==> config.mk <==
export PLATFORM = sky130hd
export DESIGN_NAME = layer_compositor
export DESIGN_NICKNAME = d
export VERILOG_FILES = /design/src/rtl/layer_pkg.sv /design/src/rtl/layer_priority_mux.sv /design/src/rtl/layer_compositor.sv
export SDC_FILE = /design/constraint.sdc
export NUM_CORES = 1
export LEC_CHECK = 0
export BUFFER_PORTS_ARGS = -buffer_cell sky130_fd_sc_hd__clkbuf_2
export CORE_MARGIN = 2
export CORE_UTILIZATION = 35
export DETAILED_ROUTE_END_ITERATION = 12
export PLACE_DENSITY_LB_ADDON = 0.1
export RECOVER_POWER = 50
export SYNTH_ARGS = -nofsm -noshare
export SYNTH_HDL_FRONTEND = slang
export SYNTH_HIERARCHICAL = 1
export SYNTH_SLANG_ARGS = --single-unit
==> constraint.sdc <==
create_clock -name clk -period 6.83 [get_ports clk]
set_clock_uncertainty 0.2 [all_clocks]
set_input_delay 0.683 -clock clk [delete_from_list [all_inputs] [get_ports clk]]
set_output_delay 0.683 -clock clk [all_outputs]
set_load 0.005 [all_outputs]
==> src/rtl/layer_pkg.sv <==
// Shared constants and the fade helper for the layer compositor.
package layer_pkg;

  localparam int          RGB_W           = 12;
  localparam logic [11:0] RGB_BLACK       = 12'h000;
  localparam logic [11:0] KEY_RGB_DEFAULT = 12'hF0F;

  // Dim a 4:4:4 colour by shifting each nibble right by the fade level.
  function automatic logic [11:0] fade_rgb(input logic [11:0] c, input logic [1:0] lvl);
    fade_rgb = {c[11:8] >> lvl, c[7:4] >> lvl, c[3:0] >> lvl};
  endfunction

endpackage

==> src/rtl/layer_priority_mux.sv <==
// Lowest-index visible layer wins; background when no layer is visible.
module layer_priority_mux
  import layer_pkg::*;
#(
  parameter int N_LAYERS = 4
) (
  input  logic [N_LAYERS-1:0]       vis,
  input  logic [RGB_W*N_LAYERS-1:0] layer_rgb,
  input  logic [RGB_W-1:0]          bg_rgb,
  output logic [RGB_W-1:0]          rgb
);

  // Scan from the lowest priority upward so layer 0 is written last.
  always_comb begin
    rgb = bg_rgb;
    for (int k = N_LAYERS - 1; k >= 0; k--) begin
      if (vis[k]) begin
        rgb = layer_rgb[k*RGB_W +: RGB_W];
      end else begin
        rgb = rgb;
      end
    end
  end

endmodule

==> src/rtl/layer_compositor.sv <==
// N-layer RGB compositor with colour key, 2-stage pipeline and per-frame overlap flags.
// Optional fade-to-black enabled by defining LAYER_COMPOSITOR_FADE_EN.
module layer_compositor
  import layer_pkg::*;
#(
  parameter int               N_LAYERS    = 4,
  parameter int               COORD_W     = 10,
  parameter logic [RGB_W-1:0] KEY_RGB     = KEY_RGB_DEFAULT,
  parameter int               FADE_FRAMES = 4
) (
  input  logic                      clk,
  input  logic                      reset,
  input  logic                      pixel_tick,
  input  logic                      video_on,
  input  logic [COORD_W-1:0]        x,
  input  logic [COORD_W-1:0]        y,
  input  logic [N_LAYERS-1:0]       layer_en,
  input  logic [N_LAYERS-1:0]       layer_on,
  input  logic [RGB_W*N_LAYERS-1:0] layer_rgb,
  input  logic [RGB_W-1:0]          bg_rgb,
  input  logic                      fade_req,
  output logic [RGB_W-1:0]          rgb,
  output logic [N_LAYERS-2:0]       hit,
  output logic                      hit_any,
  output logic                      frame_done
);

  logic [N_LAYERS-1:0]       vis_s;
  logic [N_LAYERS-1:0]       vis_r;
  logic [RGB_W*N_LAYERS-1:0] layer_rgb_r;
  logic [RGB_W-1:0]          bg_r;
  logic                      von_r;
  logic                      sof_s;
  logic                      sof_r;
  logic [RGB_W-1:0]          mux_rgb_s;
  logic [RGB_W-1:0]          out_rgb_s;
  logic [RGB_W-1:0]          rgb_r;
  logic [N_LAYERS-2:0]       ovl_s;
  logic [N_LAYERS-2:0]       acc_r;
  logic [N_LAYERS-2:0]       hit_r;
  logic                      hit_any_r;
  logic                      frame_done_r;
  logic [1:0]                level_s;

  assign sof_s = (x == {COORD_W{1'b0}}) && (y == {COORD_W{1'b0}});

  // A layer is visible when enabled, in bounds and not the transparent key.
  always_comb begin
    vis_s = {N_LAYERS{1'b0}};
    for (int k = 0; k < N_LAYERS; k++) begin
      vis_s[k] = layer_en[k] & layer_on[k] & (layer_rgb[k*RGB_W +: RGB_W] != KEY_RGB);
    end
  end

  // Player-versus-layer overlap of the pixel held in stage 1, active video only.
  always_comb begin
    ovl_s = {(N_LAYERS-1){1'b0}};
    for (int k = 1; k < N_LAYERS; k++) begin
      ovl_s[k-1] = von_r & vis_r[0] & vis_r[k];
    end
  end

  // Stage 1 capture.
  always_ff @(posedge clk or posedge reset) begin
    if (reset) begin
      vis_r       <= {N_LAYERS{1'b0}};
      layer_rgb_r <= {(RGB_W*N_LAYERS){1'b0}};
      bg_r        <= RGB_BLACK;
      von_r       <= 1'b0;
      sof_r       <= 1'b0;
    end else if (pixel_tick) begin
      vis_r       <= vis_s;
      layer_rgb_r <= layer_rgb;
      bg_r        <= bg_rgb;
      von_r       <= video_on;
      sof_r       <= sof_s;
    end
  end

  layer_priority_mux #(
    .N_LAYERS (N_LAYERS)
  ) u_mux (
    .vis       (vis_r),
    .layer_rgb (layer_rgb_r),
    .bg_rgb    (bg_r),
    .rgb       (mux_rgb_s)
  );

`ifdef LAYER_COMPOSITOR_FADE_EN
  localparam logic [7:0] FADE_LAST = 8'(FADE_FRAMES - 1);

  logic [1:0] level_r;
  logic [7:0] fcnt_r;

  // Fade level steps once per FADE_FRAMES frames while requested; drops to 0 otherwise.
  always_ff @(posedge clk or posedge reset) begin
    if (reset) begin
      level_r <= 2'd0;
      fcnt_r  <= 8'd0;
    end else if (pixel_tick && sof_r) begin
      if (fade_req) begin
        if (fcnt_r == FADE_LAST) begin
          fcnt_r <= 8'd0;
          if (level_r != 2'd3) begin
            level_r <= level_r + 2'd1;
          end
        end else begin
          fcnt_r <= fcnt_r + 8'd1;
        end
      end else begin
        level_r <= 2'd0;
        fcnt_r  <= 8'd0;
      end
    end
  end

  assign level_s = level_r;
`else
  logic unused_s;
  assign unused_s = fade_req ^ (FADE_FRAMES > 0);
  assign level_s  = 2'd0;
`endif

  assign out_rgb_s = von_r ? fade_rgb(mux_rgb_s, level_s) : RGB_BLACK;

  // Stage 2 output register.
  always_ff @(posedge clk or posedge reset) begin
    if (reset) begin
      rgb_r <= RGB_BLACK;
    end else if (pixel_tick) begin
      rgb_r <= out_rgb_s;
    end
  end

  // Overlap accumulation; the (0,0) pixel seeds the new frame, not the old one.
  always_ff @(posedge clk or posedge reset) begin
    if (reset) begin
      acc_r        <= {(N_LAYERS-1){1'b0}};
      hit_r        <= {(N_LAYERS-1){1'b0}};
      hit_any_r    <= 1'b0;
      frame_done_r <= 1'b0;
    end else begin
      frame_done_r <= 1'b0;
      if (pixel_tick) begin
        if (sof_r) begin
          hit_r        <= acc_r;
          hit_any_r    <= |acc_r;
          acc_r        <= ovl_s;
          frame_done_r <= 1'b1;
        end else begin
          acc_r <= acc_r | ovl_s;
        end
      end
    end
  end

  assign rgb        = rgb_r;
  assign hit        = hit_r;
  assign hit_any    = hit_any_r;
  assign frame_done = frame_done_r;

endmodule

## After elaboration in Yosys (flattened, before gate mapping)

Index checks and enable logic that the tools add are counted.

| storage, ports and cells | value |
|---|---|
| register bits after elaboration | 86 |
| input bits | 93 |
| output and inout bits | 17 |
| logic and storage cells | 40 |

| cells by class | value |
|---|---|
| equality and inequality tests | 4 |
| muxes and demuxes | 8 |
| bitwise gates (word level) | 13 |
| reduce and logical (&&, ||, !) cells | 5 |

Operators by type and width:

| operator | count |
|---|---|
| 12-bit two-way mux | 5 |
| 12-bit inequality test (second input constant) | 4 |
| 10-bit zero test | 2 |
| 1-bit AND | 12 |
| 3-bit two-way mux | 1 |
| 3-bit OR | 1 |
| 3-bit OR reduction | 1 |
| 1-bit two-way mux | 2 |
| 2-bit AND reduction | 1 |
| 1-bit logical AND | 1 |

## Depth between registers and ports, before layout

| logic depth | value |
|---|---|
| depth after elaboration | 5 |
| gate-level depth with buffers | 7 |
| gate-level depth less buffers | 5 |

## Cells and area by module

Netlist, hierarchy kept.

Modules (own cells, without submodules):

| module | instances | cells an instance | area an instance (um2) | sequential area each (um2) |
|---|---|---|---|---|
| layer_compositor | 1 | 244 | 3398.3 | 2152.1 |
| layer_priority_mux | 1 | 70 | 556.8 | 0.0 |

## Worst setup path before layout

No wires, ideal clock.

| timing | value |
|---|---|
| path kind | flip-flop to flip-flop |
| start | reg vis_r[1] |
| end | reg rgb_r[5], in the netlist rgb[5] |
| library setup time | 128 ps |
| data arrival time | 1316 ps |
| required time | 6502 ps |
| slack | 5186 ps |
| cell stages (with the launch flop) | 8 |
| path buffers | 2 |
| period minus slack after synthesis | 1644 ps |
| path through | dfrtp_1 -> buf_6 -> or3_4 -> buf_6 -> o22ai_1 -> a21oi_1 -> nand2_1 -> o21ai_0 |

| on the way | value |
|---|---|
| cells in the longest elaborated chain, start to end | 3 |

Ends and longest elaborated chain:

| element | line | text |
|---|---|---|
| start: declaration | layer_compositor.sv:29 | `logic [N_LAYERS-1:0] vis_r;` |
| start signal: assignment | layer_compositor.sv:66 | `vis_r <= {N_LAYERS{1'b0}};` |
| start signal: assignment | layer_compositor.sv:72 | `vis_r <= vis_s;` |
| 12-bit two-way mux (2 in series) | layer_priority_mux.sv:17 | `if (vis[k]) begin` |
| net mux_rgb_s[5] | layer_compositor.sv:35 | `logic [RGB_W-1:0] mux_rgb_s;` |
| 12-bit two-way mux | layer_compositor.sv:124 | `assign out_rgb_s = von_r ? fade_rgb(mux_rgb_s, level_s) : RGB_BLACK;` |
| end signal: assignment | layer_compositor.sv:131 | `rgb_r <= out_rgb_s;` |
| end: declaration | layer_compositor.sv:37 | `logic [RGB_W-1:0] rgb_r;` |

The timed path passes the listed nets, and every way through them passes these cells.
A chain may end at the register's enable or synchronous reset.

==> run_results.csv <==
group,metric,value,unit
run_status,status,"finished, violations left",
run_status,failed_checks,"max-capacitance violations, max-slew violations",
routing,vias,2764,
setup_path,cp.required,7030,ps
timing,tns,0,ps
synthesis,ys_async_sr_fraction,100,%
synthesis,synth_nets,407,
floorplan,dieArea,0.0122,mm^2
synthesis,yosys_most_used_dff,"dfrtp_1",
timing,fin_crit_sh,32.8,%
placed_design,dp_hpwl,6580,um
routing,firstDrtPassIters,5,
global_routing,overflow,0,
synthesis,netlist_instances,314,
clock_network,cts_resized,0,
power,p_comb_share,14.3,%
timing,setup_viol,0,
synthesis,synth_commonest_cells,"dfrtp_1 (86), mux2_2 (73), inv_1 (21)",
setup_path,critPathMaxFanout,50,
finish,seq_area,0.00215,mm^2
global_routing,grt_usage,16.2,%
clock_network,cts_hold_buf,0,
placed_design,io_buffers,108,
synthesis,syn_avg_cell_area,12.6,um^2
power,p_clk_share,38.9,%
clock_network,clockBufferDepth,2,
worst_hold_path,hold_class,"reg -> reg",
power,seq_power_share,46.8,%
setup_path,slowest_delay,930,ps
setup_path,crit_chain,"clkbuf_1, clkinvlp_2, buf_4",
setup_path,cp.arrival,2440,ps
power,peakVddDrop,150,uV
finish,post_route_cells_drive_above_1_share,45.7,%
clock_network,cts_tree,"built",
setup_path,crit_family,"buffers and inverters",
finish,n_antenna_cell,0,
power,powerDensity,265,mW/mm^2
timing,drv_slew,38,
floorplan,die_height,110,um
power,intPower,0.970,mW
placed_design,place_area,0.00458,mm^2
global_routing,grt_pass1_vias,2824,
global_routing,grt_max_degree,87,
clock_network,htree_levels,3,
job,maxCapViolations,1,
floorplan,fp-row-count,38,
setup_path,cp-end-kind,"asynchronous set/reset pin",
routing,via_per_inst,4.92,
floorplan,chipWidth,110,um
floorplan,io_pins,110,
timing,worstMarginPinSlew,1620,ps
synthesis,synthTopCellsByArea,"dfrtp_1 (54%), mux2_2 (21%), mux2i_1 (2.8%), inv_1 (2.0%), o22ai_1 (1.9%)",
setup_path,crit_buf_inv,3,
finish,fillCellCount,1085,
clock_network,insertion_delay,340,ps
finish,design_area,0.00487,mm^2
timing,fmax,0.447,GHz
synthesis,synth.cell_area,0.00396,mm^2
global_routing,antenna_found_initial,0,
power,power_switching_share,25.0,%
clock_network,cts_setup_buffers,0,
timing,rsz0062_at_grt,"no",
synthesis,yosysMostFrequentCell,"dfrtp_1",
clock_network,clock-sinks,86,
timing,hold_viol_final,0,
synthesis,synth-edff-count,0,
finish,area_growth,23.2,%
synthesis,ys_ff_latch,86,
placed_design,place_congestion,0.695,
clock_network,cts_made_buffers,9,
global_routing,grt_pass1_wl,14500,um
synthesis,ys_types,28,
finish,fin_nets,510,
clock_network,path_clk_slew,70,ps
routing,wire_per_inst,16.3,um
synthesis,yosysWarnings,6,
synthesis,synth_area_leader_cell,"dfrtp_1",
setup_path,critPathKind,"in -> async",
routing,antenna_left,0,
synthesis,synth_top_area_share,54.4,%
finish,multi_input_area,0.00162,mm^2
routing,totalWireLength,9180,um
power,p_leak,2.18,nW
timing,slew_headroom,-8.74,%
synthesis,ys_seq_area_share,54.4,%
routing,drc,0,
routing,drt_iter0_drc,78,
setup_path,start_kind,"primary input",
setup_path,crit_slowest_cell,"clkinvlp_2",
power,p_switching,0.323,mW
timing,min_period,2240,ps
clock_network,root_buffer,"clkbuf_16",
floorplan,core_area,0.0109,mm^2
floorplan,initial_utilization,36.2,%
==> cells by family after synthesis <==
kind of cell	share of synthesized area, %
AND/OR/NAND/NOR	8.98
buffers and inverters	4.65
flip-flops	54.4
AO/OA/AOI/OAI	7.53
multiplexers	24.4
==> flip-flops by register name (all words and copies together), names as in the netlist <==
register and flops:
acc_r 3, bg_r 12, frame_done 1, hit 3
hit_any 1, layer_rgb_r 48, rgb 12, sof_r 1
vis_r 4, von_r 1
==> path summary, 6_finish.rpt <==
kind	start	to	slack [ps]	depth (start not counted)
hold reg to reg	hit_any	hit_any	270	2
min in group asynchronous	reset	acc_r[2]	520	2
setup / recovery	reset	layer_rgb_r[33]	4590	3
setup reg to reg	vis_r[1]	rgb[10]	4650	5
max in group clk	vis_r[1]	rgb[10]	4650	5
hold / removal	hit_any	hit_any	270	2
==> final cells by class <==
| cell class | instances | share of cell area [%] |
|---|---|---|
| flip-flops and latches | 86 | 44.2 |
| clock inverters | 5 | 1.18 |
| multi-input cells | 190 | 33.2 |
| inverters | 21 | 1.64 |
| clock buffers | 11 | 5.19 |
| well taps | 140 | 3.60 |
| repair buffers | 109 | 11.0 |
==> layer usage <==
layer  part of all wire (%)  wire length (um)  GRT usage, %  vias to the layer above
met4                   0.86                79          4.55                        0
met3                    4.5               409          3.82                        8
li1                       -                 -             -                     1348
met2                     48              4370          26.1                       69
met1                     47              4320          21.9                     1339
met5                      0                 0             0                        -
==> cells in the final DEF, fill, tap and decap left out, types with 2 or more instances in the layout <==
master	count
inv_1	20
clkbuf_8	2
mux2_1	3
mux2_2	73
nand2b_1	11
o21ai_0	13
clkbuf_2	94
buf_4	2
nand4bb_1	4
nor4_1	4
o22ai_2	5
dfrtp_1	86
o22ai_1	12
clkinv_2	2
clkbuf_1	12
a22o_1	4
clkinv_4	2
nand4b_1	8
nor3_1	6
a21oi_1	12
nand3_1	4
nand2_1	13
mux2i_1	11
clkbuf_16	9
==> power by group through the flow <==
stage | combinational (mW) | clock, mW | sequential (mW)
after floorplan | 0.130 | 0 | 0.599
after global placement | 0.189 | 0 | 0.615
after detailed placement | 0.192 | 0 | 0.615
after CTS | 0.193 | 0.515 | 0.606
after global routing | 0.208 | 0.538 | 0.613
final | 0.185 | 0.503 | 0.605
==> tightest hold or removal path: stages (launching register included) <==
cell,delay (ps)
dfrtp_1,340
nand2_1,40
o21ai_0,60
==> per-stage QoR <==
step / utilization [%] / total power [mW] / instances / hold WS (ps) / worst slack [ps]
2_1_floorplan: - / 0.729 / 314 / 272 / 3730
3_3_place_gp: 41.9 / 0.804 / 546 / 260 / 4300
6_report: 44.5 / 1.29 / 562 / 274 / 4590
3_5_place_dp: 41.9 / 0.807 / 546 / 270 / 4290
5_1_grt: 44.5 / 1.36 / 562 / 317 / 4180
4_1_cts: 44.7 / 1.31 / 562 / 227 / 4640
(Power assumes the default switching activity.)
